===== src/rtl/pattern_sequencer_if.sv =====
// Bundle between the game controller (master) and the pattern sequencer
// (slave): generator control inputs plus the lookahead queue view.
interface pattern_sequencer_if #(
    parameter int WIDTH = 4,
    parameter int DEPTH = 4
) ();

    logic [1:0]                     mode;
    logic [WIDTH-1:0]               stride;
    logic                           load;
    logic [WIDTH-1:0]               load_value;
    logic                           adv;
    logic [WIDTH-1:0]               head;
    logic                           valid;
    logic [$clog2(DEPTH+1)-1:0]     count;
    logic [DEPTH*WIDTH-1:0]         lookahead;

    modport master (
        output mode, stride, load, load_value, adv,
        input  head, valid, count, lookahead
    );

    modport slave (
        input  mode, stride, load, load_value, adv,
        output head, valid, count, lookahead
    );

endinterface


===== src/rtl/pattern_sequencer.sv =====
// Note-pattern generator feeding a DEPTH-entry lookahead queue. The generator
// register holds the next pattern to enqueue; the queue refills one entry per
// cycle and the head is consumed on each beat strobe.
module pattern_sequencer #(
    parameter int               WIDTH = 4,
    parameter int               DEPTH = 4,
    parameter logic [WIDTH-1:0] SEED  = '0,
    parameter logic [WIDTH-1:0] TAPS  = 4'b1100
) (
    input  logic               clk,
    input  logic               rst,
    pattern_sequencer_if.slave bus
);

    localparam int                CW      = $clog2(DEPTH + 1);
    localparam logic [CW-1:0]     DEPTH_C = CW'(DEPTH);

    logic [WIDTH-1:0] gen_q, gen_d;
    logic [CW-1:0]    count_q, count_d;
    logic [WIDTH-1:0] slots_q [DEPTH];
    logic [WIDTH-1:0] slots_d [DEPTH];
    logic [WIDTH-1:0] gen_next;

    // Successor of the generator value for the currently selected mode.
    always_comb begin
        gen_next = gen_q;
        case (bus.mode)
            2'b00:   gen_next = gen_q + bus.stride;
            2'b01:   gen_next = (gen_q == '0) ? WIDTH'(1)
                                : {gen_q[WIDTH-2:0], ^(gen_q & TAPS)};
            2'b10:   gen_next = {gen_q[WIDTH-2:0], gen_q[WIDTH-1]};
            default: gen_next = gen_q;
        endcase
    end

    // Queue update: load flushes and reseeds; otherwise pop shifts toward the
    // head and push writes gen into the first free slot after any pop.
    always_comb begin
        logic          do_pop;
        logic          do_push;
        logic [CW-1:0] base;
        gen_d   = gen_q;
        count_d = count_q;
        slots_d = slots_q;
        do_pop  = 1'b0;
        do_push = 1'b0;
        base    = count_q;
        if (bus.load) begin
            slots_d = '{default: '0};
            count_d = '0;
            gen_d   = bus.load_value;
        end else begin
            do_pop  = bus.adv && (count_q != '0);
            do_push = (count_q < DEPTH_C) || ((count_q == DEPTH_C) && bus.adv);
            if (do_pop) begin
                for (int k = 0; k < DEPTH - 1; k++) begin
                    slots_d[k] = slots_q[k+1];
                end
                slots_d[DEPTH-1] = '0;
                base = count_q - CW'(1);
            end
            if (do_push) begin
                for (int k = 0; k < DEPTH; k++) begin
                    if (CW'(k) == base) begin
                        slots_d[k] = gen_q;
                    end
                end
                gen_d = gen_next;
            end
            count_d = count_q + CW'(do_push) - CW'(do_pop);
        end
    end

    // State registers with synchronous reset to an empty queue and SEED.
    always_ff @(posedge clk) begin
        if (rst) begin
            gen_q   <= SEED;
            count_q <= '0;
            slots_q <= '{default: '0};
        end else begin
            gen_q   <= gen_d;
            count_q <= count_d;
            slots_q <= slots_d;
        end
    end

    assign bus.head  = slots_q[0];
    assign bus.valid = (count_q != '0);
    assign bus.count = count_q;

    for (genvar k = 0; k < DEPTH; k++) begin : g_look
        assign bus.lookahead[k*WIDTH +: WIDTH] = slots_q[k];
    end

endmodule

===== src/flat_wrapper.sv =====
// flat-port wrapper written by rule: the top's interface ports become plain ports
module pattern_sequencer_flat 
#(
    parameter int               WIDTH = 4,
    parameter int               DEPTH = 4,
    parameter logic [WIDTH-1:0] SEED  = '0,
    parameter logic [WIDTH-1:0] TAPS  = 4'b1100
)
  (clk, rst, bus_mode, bus_stride, bus_load, bus_load_value, bus_adv, bus_head, bus_valid, bus_count, bus_lookahead);
  pattern_sequencer_if #(.WIDTH(WIDTH), .DEPTH(DEPTH)) bus_i ();
  input  logic clk;
  input  logic rst;
  input wire logic [$bits(bus_i.mode)-1:0] bus_mode;
  input wire logic [$bits(bus_i.stride)-1:0] bus_stride;
  input wire logic [$bits(bus_i.load)-1:0] bus_load;
  input wire logic [$bits(bus_i.load_value)-1:0] bus_load_value;
  input wire logic [$bits(bus_i.adv)-1:0] bus_adv;
  output wire logic [$bits(bus_i.head)-1:0] bus_head;
  output wire logic [$bits(bus_i.valid)-1:0] bus_valid;
  output wire logic [$bits(bus_i.count)-1:0] bus_count;
  output wire logic [$bits(bus_i.lookahead)-1:0] bus_lookahead;
  assign bus_i.mode = bus_mode;
  assign bus_i.stride = bus_stride;
  assign bus_i.load = bus_load;
  assign bus_i.load_value = bus_load_value;
  assign bus_i.adv = bus_adv;
  assign bus_head = bus_i.head;
  assign bus_valid = bus_i.valid;
  assign bus_count = bus_i.count;
  assign bus_lookahead = bus_i.lookahead;
  pattern_sequencer #(.WIDTH(WIDTH), .DEPTH(DEPTH), .SEED(SEED), .TAPS(TAPS)) u_core (.clk(clk), .rst(rst), .bus(bus_i));
endmodule

===== config.mk =====
export PLATFORM = sky130hd
export DESIGN_NAME = pattern_sequencer_flat
export DESIGN_NICKNAME = d
export VERILOG_FILES = /design/src/rtl/pattern_sequencer_if.sv /design/src/rtl/pattern_sequencer.sv /design/src/flat_wrapper.sv
export SDC_FILE = /design/constraint.sdc
export NUM_CORES = 1
export LEC_CHECK = 0
export CAP_MARGIN = 20
export CORE_MARGIN = 1
export CORE_UTILIZATION = 49
export DETAILED_ROUTE_END_ITERATION = 8
export PLACE_DENSITY_LB_ADDON = 0.1
export SETUP_SLACK_MARGIN = 0.5
export SLEW_MARGIN = 20
export SYNTH_ARGS = -nofsm -noshare
export SYNTH_HDL_FRONTEND = slang
export SYNTH_SLANG_ARGS = --single-unit

===== constraint.sdc =====
create_clock -name clk -period 3.3 [get_ports clk]
set_input_delay 0.99 -clock clk [delete_from_list [all_inputs] [get_ports clk]]
set_output_delay 0.99 -clock clk [all_outputs]
set_load 0.02 [all_outputs]

==> flow_metrics.tcl <==
set metrics [dict create \
    status "finished, violations left" \
    violations "DRC" \
    hold_buffers 0 \
    drt-total-wl_um 3128 \
    synth_fp_nets 193 \
    cts_sinks 23 \
    fin_nets 226 \
    drive_gt1_share_pct 12.56 \
    area_growth_pct 25.50 \
    min_to "u_core.bus.lookahead[13]" \
    slew_headroom_pct 59.56 \
    crit_start "u_core.bus.count[0]" \
    hold_viol_final 0 \
    timing.rr.end "u_core.bus.count[2]" \
    globalplace.congestion 0.7992 \
    vdd_drop_max_uv 229.8 \
    die_x_um 57.17 \
    ff_latch_area_um2 460.4 \
    p_leak_nw 0.7611 \
    core_mm2 0.002829 \
    cts.htree.levels 1 \
    wl_per_cell_um 13.60 \
    grt_pass1_vias 1203 \
    period_needed_ns 2.639 \
    synth_commonest_cells "dfxtp_1 (23), nand2_1 (17), inv_1 (12), mux2_2 (11)" \
    critPathLaunchType "flip-flop" \
    drv_slew 0 \
    r2r_start "u_core.bus.count[0]" \
    critical_path_class "reg -> out" \
    first_pass_iters 6 \
    final_util_pct 66.17 \
    detail-route-antenna-nets 0 \
    hold_ws_ns 0.5054 \
    setup_tns_ns 0 \
    drt_iter0_drc 48 \
    cellPowerDensity_mw_per_mm2 472.2 \
    io_pins 38 \
    hold_class "reg -> reg" \
    setup_viol 0 \
    ys_types 37 \
    end_kind "primary output" \
    clockRootBuffer "clkbuf_4" \
    multi_input_area_um2 908.4 \
    worst_pin_slew_ns 0.6066 \
    io_buffers 37 \
    synth_area_leader_cell "dfxtp_1" \
    synth-edff-count 0 \
    async_flop_share_pct 0 \
    die-area_mm2 0.003268 \
    synth_ff_type "dfxtp_1" \
    r2r_cells 10 \
    antennaDiodeCount 0 \
    grt_use_total_pct 20.94 \
    die_h_um 57.17 \
    syn_inst 167 \
    cap_violations 0 \
    yosysTopAreaCellShare_pct 30.87 \
    crit_slowest_cell "dfxtp_1" \
    grt_max_degree 22 \
    clk_path_buf_depth 2 \
    num_rows 19 \
    cts_tree "yes" \
    min_from "u_core.bus.lookahead[13]" \
    num_vias 1281 \
    postSynthAreaPerCell_um2 8.931 \
    dp_hpwl_um 2365 \
    crit_arrival_ns 1.65 \
    rsz0062_at_grt "false" \
    numCtsBuffers 3 \
    drcViolationCount 1 \
    cp_cell_sequence "inv_1 -> ha_1 -> nand2b_1 -> dlygate4sd2_1" \
    syn_area_mm2 0.001491 \
    yosysSeqAreaShare_pct 30.87 \
    yosys_warnings 0 \
    clk_pin_slew_ns 0.13 \
    synth.most_common_cell "dfxtp_1" \
    antenna_found_initial 0 \
    grt_first_pass_wirelength_um 5313 \
    worst-path-max-fanout 6 \
    required_ns 2.31 \
    fmax_mhz 378.9 \
    hold_depth 2 \
    n_fill_cell 253 \
    worst-r2r-setup-slack_ns 1.06 \
    cp_slowest_stage_delay_ns 0.40 \
    grt_overflow 0 \
    worstSkewPairLatency_ns 0.31 \
    ys_seq_elements 23 \
    post-route-period-util_pct 79.97 \
    start_util_pct 52.72 \
    skew_ns 0.003984 \
    synth_area_leaders "dfxtp_1 (31%), ha_1 (8.4%), mux2_2 (8.3%)" \
    viasPerCell 5.570 \
]
## registers in the layout, indices dropped and copies added (netlist names)
name / cells
u_core.bus.count: 3
u_core.bus.head: 4
u_core.bus.lookahead: 12
u_core.gen_q: 4
## worst max path at each step
stage | to | slack, ns | depth (start not counted)
detailed placement | u_core.bus.lookahead[6] | 0.38 | 6
floorplan | u_core.bus.count[2] | 0.63 | 12
global placement | u_core.bus.lookahead[7] | 0.41 | 6
CTS | bus_valid | 0.64 | 4
global route | bus_valid | 0.55 | 4
finish | bus_valid | 0.66 | 4
## critical path: cells and delay by family, from the launching register on
family | cells | cell delay [ns]
buffers and inverters | 2 | 0.49
DFF | 1 | 0.40
adders and majority gates | 1 | 0.28
and+or+nand+nor | 1 | 0.16
## area by class of cell
cell class              instances  area share (%)
multi-input cells             120           48.53
flip-flops and latches         23           24.60
repair buffers                 40           20.92
inverters                      12           2.406
well taps                      31           2.072
clock buffers                   3           1.203
clock inverters                 1          0.2674
## through the flow
stage	instance area [µm²]	total power, mW	cells	setup WS [ns]
4_1_cts	1872	0.8900	230	0.6440
3_5_place_dp	1846	0.7584	226	0.3799
3_3_place_gp	1846	0.7490	226	0.4118
6_report	1872	0.8838	230	0.6609
5_1_grt	1872	0.9456	230	0.5489
2_1_floorplan	1491	0.6490	167	0.6313
## report_power, final
| group | total, mW | leakage [nW] | switching, mW | internal [mW] |
|---|---|---|---|---|
| logic | 0.422 | 0.556 | 0.230 | 0.193 |
| clock network | 0.133 | 0.0177 | 0.0875 | 0.0454 |
| registers | 0.329 | 0.187 | 0.0273 | 0.301 |
## layer usage
layer  global-route usage [%]  wire length, µm  vias to the layer above
met2                    34.45             1470                       34
met1                    27.53             1464                      584
met4                    8.014               42                        0
met5                        0                0                        -
met3                    3.628              149                        5
li1                         -                -                      658
## timing repair
action | 4_1_cts | 5_1_grt
setup buffers | 0 | 0
gates resized for setup | 1 | 0
setup endpoints to repair | 1 | 0
## layout by cell type (no fill, tap or decap), drive strengths merged
cell	Yosys	final
nor3b	2	2
a31oi	1	1
nand3	10	10
mux2i	9	9
clkinv	0	1
dlygate4sd2	0	1
clkdlybuf4s50	0	36
o21ai	9	9
a21o	4	4
a211oi	4	4
mux2	11	11
fa	2	2
and2	3	3
or2	1	1
dfxtp	23	23
xnor2	2	2
nand2b	2	2
a21oi	11	11
xor2	2	2
ha	10	10
o31ai	3	3
nand4	2	2
nor2	2	2
buf	9	3
o211ai	7	7
inv	12	12
nor3	2	2
o221ai	1	1
clkbuf	3	3
o2111ai	1	1
or4b	1	1
nand2	18	18
## cells by family (layout without fill, tap and decap cells)
kind of cell,count (synthesis),count (layout),synth area share [%]
AO/OA/AOI/OAI,41,41,18.54
XOR/XNOR,4,4,2.349
adder cells (fa/ha/maj),12,12,11.07
buffers and inverters,24,56,8.221
flip-flops,23,23,30.87
multiplexers,20,20,14.35
AND/OR/NAND/NOR,43,43,14.60
Power figures use the tool's default switching activity.
